<file path="config.mk">
export PLATFORM = sky130hd
export DESIGN_NAME = hdlc_rx_monitor_flat
export DESIGN_NICKNAME = d
export VERILOG_FILES = /design/src/rtl/hdlc_rx_monitor_pkg.sv /design/src/rtl/hdlc_rx_monitor_if.sv /design/src/rtl/hdlc_rx_monitor_ch.sv /design/src/rtl/hdlc_rx_monitor.sv /design/src/flat_wrapper.sv
export SDC_FILE = /design/constraint.sdc
export NUM_CORES = 1
export LEC_CHECK = 0
export ABC_AREA = 1
export CORE_MARGIN = 2
export CORE_UTILIZATION = 59
export CTS_BUF_LIST = sky130_fd_sc_hd__clkbuf_16
export CTS_CLUSTER_SIZE = 28
export DETAILED_ROUTE_END_ITERATION = 6
export HOLD_SLACK_MARGIN = 0.08
export MAX_ROUTING_LAYER = met4
export PLACE_DENSITY_LB_ADDON = 0.2
export SLEW_MARGIN = 5
export SYNTH_ARGS = -nofsm -noshare
export SYNTH_HDL_FRONTEND = slang
export SYNTH_HIERARCHICAL = 1
export SYNTH_SLANG_ARGS = --single-unit
</file>
<file path="constraint.sdc">
create_clock -name i_clk -period 5.52 [get_ports i_clk]
set_clock_uncertainty 0.2 [all_clocks]
set_input_delay 1.104 -clock i_clk [delete_from_list [all_inputs] [get_ports i_clk]]
set_output_delay 1.104 -clock i_clk [all_outputs]
set_load 0.02 [all_outputs]
</file>
<file path="src/rtl/hdlc_rx_monitor_pkg.sv">
// Shared definitions for the HDLC receive monitor.
//   state_e      : per-channel framing state (HUNT / FRAME)
//   FLAG_PATTERN : opening/closing flag octet
//   ABORT_RUN    : ones-run length that signals an abort
//   STUFF_RUN    : ones-run length after which a zero is a stuffed bit
//   *_width()    : width helpers shared by the top, channel and bench
package hdlc_mon_pkg;

  typedef enum logic {HUNT = 1'b0, FRAME = 1'b1} state_e;

  localparam logic [7:0] FLAG_PATTERN = 8'h7E;
  localparam int         ABORT_RUN    = 7;
  localparam int         STUFF_RUN    = 5;

  function automatic int bc_width(input int max_bytes);
    return $clog2(max_bytes + 1);
  endfunction

  // Destuffed bit counter: payload limit plus the closing flag plus the
  // overflow bit, so it saturates before it can wrap.
  function automatic int bits_width(input int max_bytes);
    return $clog2(8 * max_bytes + 17);
  endfunction

  // The run counter must reach both the abort length and the idle length.
  function automatic int run_width(input int idle_ones);
    return $clog2(((idle_ones > ABORT_RUN) ? idle_ones : ABORT_RUN) + 1);
  endfunction

endpackage

</file>
<file path="src/rtl/hdlc_rx_monitor_if.sv">
// Bundle of the per-channel tap inputs and monitor outputs.
//   master : drives the serial taps and the error-counter clear
//   slave  : the monitor; consumes taps, drives status outputs
interface hdlc_rx_monitor_if #(
  parameter int NUM_CH    = 4,
  parameter int BC_W      = 8,
  parameter int ERR_CNT_W = 8
);
  logic [NUM_CH-1:0]           i_rx;
  logic [NUM_CH-1:0]           i_rx_en;
  logic                        i_clr_err;
  logic [NUM_CH-1:0]           o_valid_frame;
  logic [NUM_CH-1:0]           o_flag_detect;
  logic [NUM_CH-1:0]           o_abort_detect;
  logic [NUM_CH-1:0]           o_idle;
  logic [NUM_CH-1:0]           o_eof;
  logic [NUM_CH-1:0]           o_frame_err;
  logic [NUM_CH-1:0]           o_overflow;
  logic [NUM_CH*BC_W-1:0]      o_byte_count;
  logic [NUM_CH*ERR_CNT_W-1:0] o_err_cnt;

  modport master (
    output i_rx, i_rx_en, i_clr_err,
    input  o_valid_frame, o_flag_detect, o_abort_detect, o_idle, o_eof,
           o_frame_err, o_overflow, o_byte_count, o_err_cnt
  );

  modport slave (
    input  i_rx, i_rx_en, i_clr_err,
    output o_valid_frame, o_flag_detect, o_abort_detect, o_idle, o_eof,
           o_frame_err, o_overflow, o_byte_count, o_err_cnt
  );
endinterface

</file>
<file path="src/rtl/hdlc_rx_monitor_ch.sv">
// One HDLC receive monitor channel.
// Inputs : i_clk, i_rst (sync, active-high), i_rx serial bit, i_rx_en bit
//          strobe, i_clr_err error-counter clear.
// Outputs: registered framing status for the bit accepted last cycle --
//          valid_frame/idle/overflow levels, flag/abort/eof/frame_err
//          pulses, byte_count and saturating err_cnt.
module hdlc_rx_monitor_ch
  import hdlc_mon_pkg::*;
#(
  parameter int MAX_BYTES = 128,
  parameter int IDLE_ONES = 8,
  parameter int ERR_CNT_W = 8,
  parameter int BC_W      = bc_width(MAX_BYTES)
) (
  input  logic                 i_clk,
  input  logic                 i_rst,
  input  logic                 i_rx,
  input  logic                 i_rx_en,
  input  logic                 i_clr_err,
  output logic                 o_valid_frame,
  output logic                 o_flag_detect,
  output logic                 o_abort_detect,
  output logic                 o_idle,
  output logic                 o_eof,
  output logic                 o_frame_err,
  output logic                 o_overflow,
  output logic [BC_W-1:0]      o_byte_count,
  output logic [ERR_CNT_W-1:0] o_err_cnt
);

  localparam int BIT_W = bits_width(MAX_BYTES);
  localparam int RUN_W = run_width(IDLE_ONES);
  localparam logic [BIT_W-1:0] BITS_MAX  = BIT_W'(8 * MAX_BYTES + 16);
  localparam logic [BIT_W-1:0] OVF_LIMIT = BIT_W'(8 * MAX_BYTES + 8);

  state_e           r_state;
  logic [7:0]       r_sh;
  logic [RUN_W-1:0] r_run;
  logic [BIT_W-1:0] r_bits;

  state_e              w_state_next;
  logic [7:0]          w_sh;
  logic [RUN_W-1:0]    w_run;
  logic [BIT_W-1:0]    w_bits, w_payload, w_bits_next;
  logic [BC_W-1:0]     w_bc_next;
  logic                w_flag, w_abort, w_stuffed, w_b2b;
  logic                w_eof, w_frame_err, w_frame_abort, w_ovf_rise, w_ovf_next;
  logic [1:0]          w_inc;

  function automatic logic [BC_W-1:0] sat_bc(input logic [BIT_W-1:0] v);
    if (v > BIT_W'(MAX_BYTES)) return BC_W'(MAX_BYTES);
    return v[BC_W-1:0];
  endfunction

  function automatic logic [ERR_CNT_W-1:0] sat_err(input logic [ERR_CNT_W-1:0] c,
                                                   input logic [1:0] inc);
    logic [ERR_CNT_W+1:0] sum;
    sum = {2'b00, c} + (ERR_CNT_W+2)'(inc);
    if (sum > {2'b00, {ERR_CNT_W{1'b1}}}) return {ERR_CNT_W{1'b1}};
    return sum[ERR_CNT_W-1:0];
  endfunction

  always_comb begin
    w_sh      = {r_sh[6:0], i_rx};
    w_run     = i_rx ? ((r_run == {RUN_W{1'b1}}) ? r_run : r_run + 1'b1) : '0;
    w_flag    = (w_sh == FLAG_PATTERN);
    // Edge of the run (6 -> 7), so a long run of ones aborts only once.
    w_abort   = i_rx && (r_run == RUN_W'(ABORT_RUN - 1));
    w_stuffed = !i_rx && (r_run == RUN_W'(STUFF_RUN));
    w_bits    = (w_stuffed || r_bits == BITS_MAX) ? r_bits : r_bits + 1'b1;
    // Count includes the closing flag's 8 bits; strip them for the payload.
    w_payload = w_bits - BIT_W'(8);
    w_b2b     = (w_bits == BIT_W'(8));

    w_state_next  = r_state;
    w_bits_next   = r_bits;
    w_bc_next     = o_byte_count;
    w_ovf_next    = o_overflow;
    w_eof         = 1'b0;
    w_frame_err   = 1'b0;
    w_frame_abort = 1'b0;
    w_ovf_rise    = 1'b0;

    if (r_state == HUNT) begin
      if (w_flag) begin
        w_state_next = FRAME;
        w_bits_next  = '0;
        w_bc_next    = '0;
        w_ovf_next   = 1'b0;
      end
    end else begin
      w_ovf_rise  = !o_overflow && (w_bits > OVF_LIMIT);
      w_ovf_next  = o_overflow || w_ovf_rise;
      w_bits_next = w_bits;
      w_bc_next   = sat_bc(w_bits >> 3);
      if (w_abort) begin
        w_state_next  = HUNT;
        w_frame_abort = 1'b1;
      end else if (w_flag && w_b2b) begin
        w_bits_next = '0;
        w_bc_next   = '0;
      end else if (w_flag) begin
        w_state_next = HUNT;
        w_eof        = 1'b1;
        w_frame_err  = (w_payload[2:0] != 3'd0);
        w_bc_next    = sat_bc(w_payload >> 3);
      end
    end

    w_inc = 2'(w_frame_abort) + 2'(w_frame_err) + 2'(w_ovf_rise);
  end

  always_ff @(posedge i_clk) begin
    if (i_rst) begin
      r_state        <= HUNT;
      r_sh           <= '0;
      r_run          <= '0;
      r_bits         <= '0;
      o_valid_frame  <= 1'b0;
      o_flag_detect  <= 1'b0;
      o_abort_detect <= 1'b0;
      o_idle         <= 1'b0;
      o_eof          <= 1'b0;
      o_frame_err    <= 1'b0;
      o_overflow     <= 1'b0;
      o_byte_count   <= '0;
      o_err_cnt      <= '0;
    end else begin
      o_flag_detect  <= 1'b0;
      o_abort_detect <= 1'b0;
      o_eof          <= 1'b0;
      o_frame_err    <= 1'b0;
      if (i_rx_en) begin
        r_state        <= w_state_next;
        r_sh           <= w_sh;
        r_run          <= w_run;
        r_bits         <= w_bits_next;
        o_valid_frame  <= (w_state_next == FRAME);
        o_flag_detect  <= w_flag;
        o_abort_detect <= w_abort;
        o_idle         <= (w_state_next == HUNT) && (w_run >= RUN_W'(IDLE_ONES));
        o_eof          <= w_eof;
        o_frame_err    <= w_frame_err;
        o_overflow     <= w_ovf_next;
        o_byte_count   <= w_bc_next;
      end
      // Clear takes precedence over any increment landing in the same cycle.
      if (i_clr_err)    o_err_cnt <= '0;
      else if (i_rx_en) o_err_cnt <= sat_err(o_err_cnt, w_inc);
    end
  end

endmodule

</file>
<file path="src/rtl/hdlc_rx_monitor.sv">
// Multi-channel HDLC receive-side protocol monitor.
// Ports: i_clk, i_rst (sync, active-high) and the slave side of
//        hdlc_rx_monitor_if carrying per-channel taps and status.
// Each channel is an independent hdlc_rx_monitor_ch; only the error
// counter clear is shared.
module hdlc_rx_monitor
  import hdlc_mon_pkg::*;
#(
  parameter int NUM_CH    = 4,
  parameter int MAX_BYTES = 128,
  parameter int IDLE_ONES = 8,
  parameter int ERR_CNT_W = 8
) (
  input  logic               i_clk,
  input  logic               i_rst,
  hdlc_rx_monitor_if.slave   bus
);

  localparam int BC_W = bc_width(MAX_BYTES);

  for (genvar g = 0; g < NUM_CH; g++) begin : g_ch
    hdlc_rx_monitor_ch #(
      .MAX_BYTES (MAX_BYTES),
      .IDLE_ONES (IDLE_ONES),
      .ERR_CNT_W (ERR_CNT_W),
      .BC_W      (BC_W)
    ) u_ch (
      .i_clk          (i_clk),
      .i_rst          (i_rst),
      .i_rx           (bus.i_rx[g]),
      .i_rx_en        (bus.i_rx_en[g]),
      .i_clr_err      (bus.i_clr_err),
      .o_valid_frame  (bus.o_valid_frame[g]),
      .o_flag_detect  (bus.o_flag_detect[g]),
      .o_abort_detect (bus.o_abort_detect[g]),
      .o_idle         (bus.o_idle[g]),
      .o_eof          (bus.o_eof[g]),
      .o_frame_err    (bus.o_frame_err[g]),
      .o_overflow     (bus.o_overflow[g]),
      .o_byte_count   (bus.o_byte_count[g*BC_W +: BC_W]),
      .o_err_cnt      (bus.o_err_cnt[g*ERR_CNT_W +: ERR_CNT_W])
    );
  end

endmodule

</file>
<file path="src/flat_wrapper.sv">
// flat-port wrapper written by rule: the top's interface ports become plain ports
module hdlc_rx_monitor_flat import hdlc_mon_pkg::*;
#(
  parameter int NUM_CH    = 4,
  parameter int MAX_BYTES = 128,
  parameter int IDLE_ONES = 8,
  parameter int ERR_CNT_W = 8
)
  (i_clk, i_rst, bus_i_rx, bus_i_rx_en, bus_i_clr_err, bus_o_valid_frame, bus_o_flag_detect, bus_o_abort_detect, bus_o_idle, bus_o_eof, bus_o_frame_err, bus_o_overflow, bus_o_byte_count, bus_o_err_cnt);
  hdlc_rx_monitor_if #(.NUM_CH(NUM_CH), .BC_W((bc_width(MAX_BYTES))), .ERR_CNT_W(ERR_CNT_W)) bus_i ();
  input  logic i_clk;
  input  logic i_rst;
  input wire logic [$bits(bus_i.i_rx)-1:0] bus_i_rx;
  input wire logic [$bits(bus_i.i_rx_en)-1:0] bus_i_rx_en;
  input wire logic [$bits(bus_i.i_clr_err)-1:0] bus_i_clr_err;
  output wire logic [$bits(bus_i.o_valid_frame)-1:0] bus_o_valid_frame;
  output wire logic [$bits(bus_i.o_flag_detect)-1:0] bus_o_flag_detect;
  output wire logic [$bits(bus_i.o_abort_detect)-1:0] bus_o_abort_detect;
  output wire logic [$bits(bus_i.o_idle)-1:0] bus_o_idle;
  output wire logic [$bits(bus_i.o_eof)-1:0] bus_o_eof;
  output wire logic [$bits(bus_i.o_frame_err)-1:0] bus_o_frame_err;
  output wire logic [$bits(bus_i.o_overflow)-1:0] bus_o_overflow;
  output wire logic [$bits(bus_i.o_byte_count)-1:0] bus_o_byte_count;
  output wire logic [$bits(bus_i.o_err_cnt)-1:0] bus_o_err_cnt;
  assign bus_i.i_rx = bus_i_rx;
  assign bus_i.i_rx_en = bus_i_rx_en;
  assign bus_i.i_clr_err = bus_i_clr_err;
  assign bus_o_valid_frame = bus_i.o_valid_frame;
  assign bus_o_flag_detect = bus_i.o_flag_detect;
  assign bus_o_abort_detect = bus_i.o_abort_detect;
  assign bus_o_idle = bus_i.o_idle;
  assign bus_o_eof = bus_i.o_eof;
  assign bus_o_frame_err = bus_i.o_frame_err;
  assign bus_o_overflow = bus_i.o_overflow;
  assign bus_o_byte_count = bus_i.o_byte_count;
  assign bus_o_err_cnt = bus_i.o_err_cnt;
  hdlc_rx_monitor #(.NUM_CH(NUM_CH), .MAX_BYTES(MAX_BYTES), .IDLE_ONES(IDLE_ONES), .ERR_CNT_W(ERR_CNT_W)) u_core (.i_clk(i_clk), .i_rst(i_rst), .bus(bus_i));
endmodule
</file>
==> impl_metrics.toml <==
[yosys]
async_flop_share_pct = 0
synth_common_cells = "nand2_1, inv_1, dfxtp_1"
synth_cell_types = 41
synthXorXnorAreaFrac_pct = 2.64
synth-simple-area-share_pct = 38.2
syn_area_per_cell_um2 = 6.68
yosys.area.top_type = "dfxtp_1"
netlist_area_um2 = 11400
ys_warn_count = 6
synth_top_family_by_area = "simple AND/OR/NAND/NOR gates"
synth_edf_count = 0
synth_adder_area_share_pct = 4.90
synthTopCellsByArea = "dfxtp_1, nand2_1, inv_1"
syn_nets = 1763
synth_ff_type = "dfxtp_1"
yosys.area.top_type_share_pct = 31.5
ys_ff_latch = 180
synthMuxAreaShare_pct = 0
synth-compound-area-share_pct = 13.0
synthCells = 1712
seq_area_frac_synth_pct = 31.5
synth.most_common_cell = "nand2_1"

[placed_design]
hpwl_um = 20600
place_ws_ps = -88.5
place_area_um2 = 12700
place.gp.congestion = 0.930
port_buffers = 102

[die]
row_count = 50
die-area_um2 = 20500
die-width_um = 143
dieHeight_um = 143
core_region_area_um2 = 18900
io-pin-count = 103
start_util_pct = 60.5

[detailed_routing]
first_pass_iters = 7
wire_per_inst_um = 13.5
drc_errors = 0
top_layer = "met4"
num_vias = 11234
dr_wl_met2_um = 13100
ant_nets = 0
drt-total-wl_um = 28100
vias_per_cell = 5.39
wl_met1_um = 12900
drt_iter0_drc = 788
wl_met3_um = 1810

[sta]
period_share_pct = 91.9
setup_viol = 0
slew_viol_final = 0
clock.fmax_mhz = 197
relSlewSlack_pct = 45.6
fin_ws_ps = 449
rsz0062_at_grt = "false"
worst_slew_pin_slew_ps = 816
layout_min_cycle_time_ps = 5070
hold_violations = 0

[clock_network]
clock-sinks = 180
cts_buffers = 17
h-tree-depth = 4
cts_max_path_buffers = 2
worstSkewPairLatency_ps = 440
cts_root_buffer = "clkbuf_16"
clk_pin_slew_ps = 70
cts_tree = "yes"

[power_and_ir_drop]
pwr-share-clk_pct = 44.9
p_int_uw = 1980
pwr_density_cell_nw_per_um2 = 204
swShare_pct = 26.9
pwr-share-comb_pct = 5.6
switchingPower_uw = 725
vdd_drop_max_v = 0.000213
sequentialPowerShare_pct = 49.5
leakagePower_uw = 0.00548

[finish]
nets = 1864
n_fill_cell = 1649
fin_area_um2 = 13300
drive_gt1_share_pct = 12.8
n_antenna_cell = 0
syn2layout_area_growth_pct = 16.0

[setup_path]
crit_fanout = 13
crit_path_frequent_cell = "inv_1"
cp-end-kind = "register"
crit_arrival_ps = 5200
path_buf_inv = 6
path_class = "in2reg"
start_kind = "input port"
cpLargestDelayFamily = "simple AND/OR/NAND/NOR gates"
required_ps = 5650
cpPeakStageDelay_ps = 460
r2r_slack_ps = 810
crit_slowest_cell = "clkdlybuf4s50_1"

[global_routing]
antenna_found_initial = 0
grtUsageTotal_pct = 28.5
grt_pass1_wl_um = 46700
grt_pass1_vias = 10134
grt_overflow_total = 0
grt_max_degree = 69

[min_path]
hold_path_class = "reg2reg"

[status]
status = "completed"

[job]
maxCapViolations = 0
==> cells in the final DEF, fill, tap and decap left out, types with 9 or more instances in the layout <==
master             n
a21oi_1          109
a21oi_2           14
a221oi_1           9
a31oi_1           15
buf_4             15
clkbuf_16         17
clkdlybuf4s50_1  101
dfxtp_1          180
ha_1              32
inv_1            186
inv_2             43
nand2_1          488
nand2_2           38
nand2_4           24
nand3_1          106
nand3_2           11
nand4_1           23
nor2_1           165
nor2_2            21
nor3_1            18
o21ai_0           72
o21ai_1           18
xor2_1            27
==> sequential cells by signal (all words and copies together) (netlist names) <==
signal / count
u_core/g_ch.u_ch/o_abort_detect: 4
u_core/g_ch.u_ch/o_byte_count: 32
u_core/g_ch.u_ch/o_eof: 4
u_core/g_ch.u_ch/o_err_cnt: 32
u_core/g_ch.u_ch/o_flag_detect: 4
u_core/g_ch.u_ch/o_frame_err: 4
u_core/g_ch.u_ch/o_idle: 4
u_core/g_ch.u_ch/o_overflow: 4
u_core/g_ch.u_ch/r_bits: 44
u_core/g_ch.u_ch/r_run: 16
u_core/g_ch.u_ch/r_sh: 28
u_core/g_ch.u_ch/r_state: 4
==> worst register-to-register path, delay by kind of cell (launching register included) <==
kind                       cells  cell delay (ps)
buffers and inverters          4              310
adders and majority gates      4             1280
DFF                            1              510
AOI/OAI and AO/OA              2              510
and+or+nand+nor               16             1810
==> worst paths after layout <==
path	from	endpoint	cells after the start
worst min register to register	u_core/g_ch[2].u_ch/r_sh[0]$_SDFFE_PP0P_	u_core/g_ch[2].u_ch/r_sh[0]$_SDFFE_PP0P_	2
worst max register to register	u_core/g_ch[1].u_ch/r_bits[0]$_SDFFE_PP0P_	u_core/g_ch[1].u_ch/o_err_cnt[1]$_SDFFE_PP0P_	26
worst max-delay path	bus_i_rx[1]	u_core/g_ch[1].u_ch/o_err_cnt[1]$_SDFFE_PP0P_	25
worst min-delay path	u_core/g_ch[2].u_ch/r_sh[0]$_SDFFE_PP0P_	u_core/g_ch[2].u_ch/r_sh[0]$_SDFFE_PP0P_	2
==> per-layer routing <==
| metal | global-route usage (%) | up-vias |
|---|---|---|
| met4 | 6.55 | 0 |
| met3 | 6.07 | 33 |
| met1 | 36.9 | 5134 |
| li1 | - | 5687 |
| met2 | 46.1 | 380 |
| met5 | - | - |
==> layout make-up <==
type | instances | area, um^2 | area share (%)
clock inverters | 15 | 158 | 1.19
multi-input cells | 1258 | 6730 | 50.7
inverters | 240 | 905 | 6.82
repair buffers | 116 | 1120 | 8.47
well taps | 260 | 325 | 2.45
clock buffers | 17 | 425 | 3.21
flip-flops and latches | 180 | 3600 | 27.2
==> per-stage QoR <==
step | hold slack [ps] | util, % | total power, uW | TNS, ps | cells
after global placement | 250 | 67.0 | 1520 | 0 | 2052
after detailed placement | 256 | 67.0 | 1520 | -247 | 2052
after CTS | 267 | 70.1 | 2720 | 0 | 2084
after floorplan | 241 | - | 1470 | 0 | 1712
final | 267 | 70.2 | 2700 | 0 | 2086
after global routing | 279 | 70.2 | 2800 | 0 | 2086
==> cells by family after synthesis <==
kind of cell             Yosys count
AND/OR/NAND/NOR                  925
XOR/XNOR                          31
AO/OA/AOI/OAI                    261
flip-flops                       180
buffers and inverters            275
adder cells (fa/ha/maj)           40
==> power by group through the flow <==
stage / registers (uW) / clock network (uW) / logic [uW]
final: 1340 / 1210 / 152
after global routing: 1340 / 1290 / 171
after CTS: 1340 / 1230 / 152
after detailed placement: 1370 / 0 / 151
after global placement: 1370 / 0 / 148
after floorplan: 1370 / 0 / 99.0
==> timing repair <==
item | CTS | global route
buffers inserted | 0 | 1
setup endpoints to repair | 0 | 4
gates resized for setup | 0 | 1
hold buffers | 0 | 0
No activity file was read; power rests on OpenSTA's default activity.
